[config.mk]
export PLATFORM = sky130hd
export DESIGN_NAME = pano_uart_rx
export DESIGN_NICKNAME = d
export VERILOG_FILES = /design/src/rtl/pano_uart_pkg.sv /design/src/rtl/pano_uart_tick_gen.sv /design/src/rtl/pano_uart_rx.sv
export SDC_FILE = /design/constraint.sdc
export NUM_CORES = 1
export LEC_CHECK = 0
export CAP_MARGIN = 20
export CORE_MARGIN = 1
export CORE_UTILIZATION = 42
export CTS_CLUSTER_DIAMETER = 80
export DETAILED_ROUTE_END_ITERATION = 16
export HOLD_SLACK_MARGIN = 0.08
export PLACE_DENSITY = 0.61
export SLEW_MARGIN = 15
export SYNTH_ARGS = -nofsm -noshare
export SYNTH_HDL_FRONTEND = slang
export SYNTH_SLANG_ARGS = --single-unit
[constraint.sdc]
create_clock -name osc_clk -period 3.8 [get_ports osc_clk]
set_input_delay 0.76 -clock osc_clk [delete_from_list [all_inputs] [get_ports osc_clk]]
set_output_delay 0.76 -clock osc_clk [all_outputs]
set_load 0.01 [all_outputs]
[src/rtl/pano_uart_pkg.sv]
// pano_uart_pkg: shared constants, FSM state type and parity helper
// for the bring-up debug UART receiver and transmitter.
package pano_uart_pkg;

  localparam int UART_OVERSAMPLE = 16;
  localparam int UART_MID_SAMPLE = 8;
  localparam int UART_DATA_BITS  = 8;

  typedef enum logic [2:0] {
    IDLE,
    START,
    DATA,
    PARITY,
    STOP
  } uart_rx_state_t;

  function automatic logic even_par(input logic [7:0] d);
    return ^d;
  endfunction

endpackage

[src/rtl/pano_uart_tick_gen.sv]
// pano_uart_tick_gen: free-running divider, one-cycle tick every CLK_DIV clocks.
// Ports: osc_clk, osc_reset (sync, active-high) in; tick out.
module pano_uart_tick_gen #(
  parameter int CLK_DIV = 54
) (
  input  logic osc_clk,
  input  logic osc_reset,
  output logic tick
);

  localparam int W = (CLK_DIV > 1) ? $clog2(CLK_DIV) : 1;
  localparam logic [W-1:0] LAST = W'(CLK_DIV - 1);

  logic [W-1:0] r_cnt;

  always_ff @(posedge osc_clk) begin
    if (osc_reset)
      r_cnt <= '0;
    else if (r_cnt == LAST)
      r_cnt <= '0;
    else
      r_cnt <= r_cnt + 1'b1;
  end

  assign tick = (r_cnt == LAST);

endmodule

[src/rtl/pano_uart_rx.sv]
// pano_uart_rx: 8N1 UART receiver, 16x oversampled, valid/ready byte output.
// Ports: osc_clk, osc_reset, rxd, rx_ready in; rx_data, rx_valid, frame_err, overrun out.
// Optional even parity bit when PANO_UART_RX_PARITY_EN is defined.
module pano_uart_rx
  import pano_uart_pkg::*;
#(
  parameter int CLK_DIV     = 54,
  parameter int SYNC_STAGES = 2
) (
  input  logic       osc_clk,
  input  logic       osc_reset,
  input  logic       rxd,
  output logic [7:0] rx_data,
  output logic       rx_valid,
  input  logic       rx_ready,
  output logic       frame_err,
  output logic       overrun
);

  localparam logic [3:0] SUB_LAST = 4'(UART_OVERSAMPLE - 1);
  localparam logic [3:0] MID_LAST = 4'(UART_MID_SAMPLE - 1);
  localparam logic [2:0] BIT_LAST = 3'(UART_DATA_BITS - 1);

  logic                   w_tick;
  logic                   w_rxd;
  logic                   w_par_bad;
  logic [SYNC_STAGES-1:0] r_sync;
  uart_rx_state_t         r_state;
  logic [3:0]             r_sub;
  logic [2:0]             r_bit;
  logic [7:0]             r_shift;
  logic                   r_done;
  logic                   r_ferr;
  logic [7:0]             r_data;
  logic                   r_valid;
  logic                   r_ovr;

  pano_uart_tick_gen #(
    .CLK_DIV(CLK_DIV)
  ) u_tick (
    .osc_clk  (osc_clk),
    .osc_reset(osc_reset),
    .tick     (w_tick)
  );

  always_ff @(posedge osc_clk) begin
    if (osc_reset)
      r_sync <= '1;
    else
      r_sync <= {r_sync[SYNC_STAGES-2:0], rxd};
  end

  assign w_rxd = r_sync[SYNC_STAGES-1];

`ifdef PANO_UART_RX_PARITY_EN
  logic r_par_err;

  always_ff @(posedge osc_clk) begin
    if (osc_reset)
      r_par_err <= 1'b0;
    else if (w_tick && r_state == PARITY && r_sub == SUB_LAST)
      r_par_err <= w_rxd ^ even_par(r_shift);
  end

  assign w_par_bad = r_par_err;
`else
  assign w_par_bad = 1'b0;
`endif

  always_ff @(posedge osc_clk) begin
    if (osc_reset) begin
      r_state <= IDLE;
      r_sub   <= '0;
      r_bit   <= '0;
      r_shift <= '0;
      r_done  <= 1'b0;
      r_ferr  <= 1'b0;
    end else begin
      r_done <= 1'b0;
      r_ferr <= 1'b0;
      if (w_tick) begin
        unique case (r_state)
          IDLE: begin
            if (!w_rxd) begin
              r_state <= START;
              r_sub   <= '0;
            end
          end
          START: begin
            if (r_sub == MID_LAST) begin
              // High at mid start bit: a glitch, not a frame.
              if (w_rxd) begin
                r_state <= IDLE;
              end else begin
                r_state <= DATA;
                r_sub   <= '0;
                r_bit   <= '0;
              end
            end else begin
              r_sub <= r_sub + 1'b1;
            end
          end
          DATA: begin
            if (r_sub == SUB_LAST) begin
              r_sub   <= '0;
              r_shift <= {w_rxd, r_shift[7:1]};
              if (r_bit == BIT_LAST)
`ifdef PANO_UART_RX_PARITY_EN
                r_state <= PARITY;
`else
                r_state <= STOP;
`endif
              else
                r_bit <= r_bit + 1'b1;
            end else begin
              r_sub <= r_sub + 1'b1;
            end
          end
`ifdef PANO_UART_RX_PARITY_EN
          PARITY: begin
            if (r_sub == SUB_LAST) begin
              r_sub   <= '0;
              r_state <= STOP;
            end else begin
              r_sub <= r_sub + 1'b1;
            end
          end
`endif
          STOP: begin
            if (r_sub == SUB_LAST) begin
              // Leave at mid stop bit so a back-to-back start edge is seen.
              r_state <= IDLE;
              r_sub   <= '0;
              if (w_rxd && !w_par_bad)
                r_done <= 1'b1;
              else
                r_ferr <= 1'b1;
            end else begin
              r_sub <= r_sub + 1'b1;
            end
          end
          default: r_state <= IDLE;
        endcase
      end
    end
  end

  always_ff @(posedge osc_clk) begin
    if (osc_reset) begin
      r_data  <= '0;
      r_valid <= 1'b0;
      r_ovr   <= 1'b0;
    end else begin
      r_ovr <= 1'b0;
      if (r_done) begin
        // Load when empty or when the held byte leaves this cycle.
        if (!r_valid || rx_ready) begin
          r_data  <= r_shift;
          r_valid <= 1'b1;
        end else begin
          r_ovr <= 1'b1;
        end
      end else if (r_valid && rx_ready) begin
        r_valid <= 1'b0;
      end
    end
  end

  assign rx_data   = r_data;
  assign rx_valid  = r_valid;
  assign frame_err = r_ferr;
  assign overrun   = r_ovr;

endmodule
Word level (Yosys, flattened, before mapping)
Cells that the tools add are included.
{ "totals": {"ff_bits": 38, "latchBits": 0, "ram_bits": 0, "rom_bits": 0, "in_bits": 4, "out_inout_bits": 11, "elab_cells": 72, "memories": 0} }
{ "classes": {"addsub": 3, "mul": 0, "div": 0, "n_lt_le_gt_ge": 0, "eq_ne": 15, "shift": 0, "muxes": 22, "bitwise_logic": 4, "reduce_logical": 17} }
{ "op_table": {"columns": ["operator", "count"], "rows": [
  ["$mux 3", 9],
  ["$ne 2x2->1 const B", 7],
  ["$mux 4", 3],
  ["$pmux 3 s4", 1],
  ["$pmux 4 s3", 1],
  ["$reduce_and 6->1", 2],
  ["$add 6x1->6 const B", 1],
  ["$eq 3x3->1 const B", 2],
  ["$eq 6x6->1 const B", 1],
  ["$mux 1", 6],
  ["$pmux 3 s2", 1],
  ["$reduce_and 2->1", 3],
  ["$reduce_or 2->1", 3],
  ["$add 4x1->4 const B", 1],
  ["$eq 4x3->1 const B", 1],
  ["$eq 4x4->1 const B", 1],
  ["$not 1->1", 4],
  ["$reduce_bool 2->1", 2],
  ["$reduce_or 4->1", 1],
  ["$add 3x1->3 const B", 1],
  ["$eq 3x1->1 const B", 1],
  ["$eq 3x2->1 const B", 1],
  ["$logic_not 3->1", 1],
  ["$reduce_and 3->1", 1],
  ["6 further kinds", 6]
]} }

Depth between registers and ports, before layout
{ "logic_depth": {"word_depth": 4, "depth_mapped": 6, "ltp_nobuf": 6} }

Hierarchy
Synthesis repeated with hierarchy kept, for this count alone.
{ "hier_totals": {"cells_unflattened": 194, "hier_area_um2": 1756.7} }
{ "modules_own_cells": {"columns": ["mod", "n_inst", "cells_each", "area_per_inst_um2", "seq_area_each_um2"], "rows": [
  ["pano_uart_rx", 1, 167, 1506.4, 640.6],
  ["pano_uart_tick_gen", 1, 27, 250.2, 120.1]
]} }

Least setup slack after synthesis
Ideal clock, no wire load.
{ "synth_path": {"path_kind": "input -> register", "startpoint": "in osc_reset", "endpoint": "reg r_sub[2]", "setup_time_ps": 115, "t_arrival_ps": 1648, "required_time_ps": 3685, "path_slack_ps": 2037, "path_stages": 5, "path_buffers": 1, "cell_sequence": "clkbuf_1 inv_1 o21ai_1 o31ai_1 a21bo_2"} }
{ "synth_rtl": {"columns": ["item", "line_no", "text"], "rows": [
  ["from (decl)", "pano_uart_rx.sv:11", "input logic osc_reset,"],
  ["to (signal assigned)", "pano_uart_rx.sv:100", "r_sub <= r_sub + 1'b1;"],
  ["to (signal assigned)", "pano_uart_rx.sv:116", "r_sub <= r_sub + 1'b1;"],
  ["to (signal assigned)", "pano_uart_rx.sv:139", "r_sub <= r_sub + 1'b1;"],
  ["to (decl)", "pano_uart_rx.sv:29", "logic [3:0] r_sub;"]
]} }

==> flow_summary.yaml <==
outcome:
  status: "complete, no violations"
detailed_routing:
  number_of_detailed_route_iterations_in_the_first_pass: 4
  vias: 1287
  ant_nets: 0
  detailedRoute.firstIterationViolations: 42
  route.detailed.wl_per_inst_um: 13.2
  detail_route.vias_per_cell: 5.34
  remaining_drc_errors: 0
  finalWirelength_um: 3170
power:
  pwr_density_cell_nw_per_um2: 420
  total_leakage_power_uw: 0.000909
  worst_ir_drop_vdd_uv: 264
  fin_total_pwr_uw: 853
timing:
  final_period_minus_worst_setup_slack_ps: 2370
  final_min_period_over_clock_period: 0.624
  hold_vio_cnt_final: 0
  max_clock_freq_mhz: 422
  max_slew.worst_pin.slew_ps: 552
  rsz_0062_raised_after_global_routing: "no"
  setup_total_neg_slack_ps: 0
  finClkSkew_ps: 11.5
  finalMaxSlewViolations: 0
  max_slew_margin: 0.632
  setup_viol_count_final: 0
logic_synthesis:
  synthesis.area_um2: 1730
  synth_fp_nets: 188
  synthesis.instances: 179
  async_flop_share: 0
  yosys_warnings: 0
  synth-edff-count: 0
  synth_seq_area_share: 0.440
  synth.ff_latch_count: 38
  synth_flop_cell: "dfxtp_1"
  syn_avg_cell_area_um2: 9.66
  ys_types: 49
grt:
  top_usage_layer: "met2"
  maximum_number_of_pins_on_one_net_before_global_route_repair: 28
  gr-usage-met3: 0.0621
  grtUsageTotal: 0.166
  first_global_vias: 1214
  globalRouteOverflowTotal: 0
  antenna_violations_before_repair: 0
  grtUsageMet1: 0.201
  wire_length_of_the_first_global_routing_pass_um: 5410
  use_met2: 0.260
worst_setup_path:
  worstSetupEndpointType: "flip-flop"
  reg2reg_slack_ps: 1900
  slowest_stage: "clkdlybuf4s50_1"
  type_of_the_worst_setup_path: "primary input to flip-flop"
  rr_endpoint: "r_shift[1]"
  crit_path_cell_trace: "clkdlybuf4s50_1, buf_4, inv_1, o21ai_1, o31ai_1, a21bo_2"
  critical_path_peak_fanout: 27
  worst-path-buf-inv: 3
  critical_path.startpoint_type: "primary input"
  critical_path_arrival_ps: 2550
  worstPathRequired_ps: 3980
  critical_r2r_launch: "r_state[1]"
  crit_start: "osc_reset"
  timing.critical_path.max_delay_family: "buffers and inverters"
  timing.reg2reg.worst_path_depth: 4
  timing.critical_path.slowest_cell_delay_ps: 460
placement:
  global_placement_routability_congestion: 0.793
  post_dp_cell_area_um2: 1890
  port_buffers: 14
  hpwlAfterDp_um: 2170
die:
  design.core.area_um2: 3800
  floorplan.die.width_um: 66.2
  design.die.area_um2: 4380
  initial_utilization: 0.455
  io_pins: 15
  row_count: 22
  die_height_um: 66.2
clock_network:
  numCtsBuffers: 5
  cts.clk_slew.worst_paths_ps: 60
  post_cts_buffers: 0
  postCtsHoldBufs: 0
  cts_root_buffer: "clkbuf_8"
  clockBufferDepth: 2
  htreeDepth: 2
  cts_num_sinks: 38
  post_cts.resized_instances: 0
  cts_tree: "built"
  clock_latency_ps: 290
hold_path:
  whs_endpoint: "r_sync[1]"
  worst_hold_path.num_cells: 1
  worstHoldPathType: "flip-flop to flip-flop"
  worstHoldStart: "r_sync[0]"
finish:
  area.growth.synth_to_final_pct: 17.4
  final_net_count: 201
  drive_above_1_share: 0.109
  layout.cell_area.non_filler_um2: 2030
  final.fill_count: 340
  insertedDiodeCount: 0
job:
  max-cap-violations: 0
## layer usage
metal	part of all wire	wire length [µm]
met1	0.48	1520
met2	0.47	1480
met3	0.041	129
met4	0.014	44
met5	0	0
## worst reg2reg max path: cells and delay by family, from the launching register on
| family | cells | cell delay, ps |
|---|---|---|
| and+or+nand+nor | 3 | 880 |
| muxes | 1 | 280 |
| DFF | 1 | 630 |
## layout by cell type, fill, tap and decap left out, drive strengths merged, types with 2 or more instances in the layout
master | netlist | final
a21oi | 2 | 2
nand2b | 2 | 2
or2 | 2 | 2
o211ai | 2 | 2
bufinv | 0 | 2
dfxtp | 38 | 38
nand3 | 5 | 5
clkdlybuf4s50 | 0 | 14
ha | 5 | 5
nor3 | 7 | 7
inv | 7 | 7
and4b | 2 | 2
and3 | 2 | 2
clkbuf | 5 | 6
mux2i | 21 | 21
o31ai | 2 | 2
nand4 | 3 | 3
o21ai | 3 | 3
a21o | 2 | 2
nor2 | 30 | 30
nand2 | 8 | 8
and2 | 2 | 2
nor2b | 2 | 2
xnor2 | 4 | 4
## how the worst max path moves through the flow
stage | slack (ps) | cells after the start | to
global route | 1320 | 6 | r_sub[2]
detailed placement | 1160 | 6 | r_sub[2]
finish | 1430 | 6 | r_sub[2]
CTS | 1430 | 6 | r_sub[2]
floorplan | 2040 | 5 | r_sub[2]
global placement | 1250 | 6 | r_sub[2]
## synth_stat cells (2+ instances only)
cell      instances  share of area
and4b_1           2          0.012
or2_2             2         0.0072
and3_1            2         0.0072
nor2_1           30          0.065
a21o_1            2         0.0087
clkbuf_1          5          0.011
o31ai_1           2         0.0087
nand2b_1          2         0.0072
nand3_1           5          0.014
nand4_1           2         0.0072
dfxtp_1          38           0.44
xnor2_1           4          0.020
nor3_2            3          0.017
and2_1            2         0.0072
buf_4             2         0.0087
ha_1              5          0.036
inv_1             7          0.015
nor3_1            4          0.012
a21oi_1           2         0.0058
mux2i_1          21           0.12
nand2_1           8          0.017
nor2b_1           2         0.0072
## logic make-up after synthesis
family                     after synthesis  share of synthesized area
and+or+nand+nor                         73                      0.226
DFF                                     38                      0.440
muxes                                   22                      0.130
AOI/OAI and AO/OA                       19                     0.0919
buffers and inverters                   16                     0.0441
adders and majority gates                6                     0.0420
xor gates and xnor gates                 5                     0.0253
## layout make-up
| cell class | count | area [µm²] | share of cell area |
|---|---|---|---|
| Clock buffer | 6 | 82.6 | 0.0407 |
| Clock inverter | 2 | 60.1 | 0.0296 |
| Inverter | 7 | 26.3 | 0.0129 |
| Multi-Input combinational cell | 125 | 892 | 0.440 |
| Sequential cell | 38 | 761 | 0.375 |
| Tap cell | 48 | 60.1 | 0.0296 |
| Timing Repair Buffer | 15 | 148 | 0.0727 |
## through the flow
step | setup WS [ps] | cells | hold slack (ps) | util
3_3_place_gp | 1250 | 233 | 397 | 0.497
6_report | 1430 | 241 | 409 | 0.534
4_1_cts | 1430 | 241 | 411 | 0.534
3_5_place_dp | 1160 | 233 | 395 | 0.497
5_1_grt | 1320 | 241 | 420 | 0.534
2_1_floorplan | 2040 | 179 | 389 | -
## registers in the layout, summed over array words and instances (netlist names)
register / cells
r_sync: 2
overrun: 1
r_bit: 3
frame_err: 1
rx_data: 8
rx_valid: 1
r_done: 1
r_shift: 8
r_state: 3
r_sub: 4
u_tick.r_cnt: 6
## power by group
group / internal [µW] / switching [µW] / total, µW / leakage (µW)
Sequential: 402 / 3.61 / 406 / 0.000307
Combinational: 9.20 / 13.3 / 22.5 / 0.000530
Clock: 280 / 144 / 424 / 0.0000714
Power figures use the tool's default switching activity.
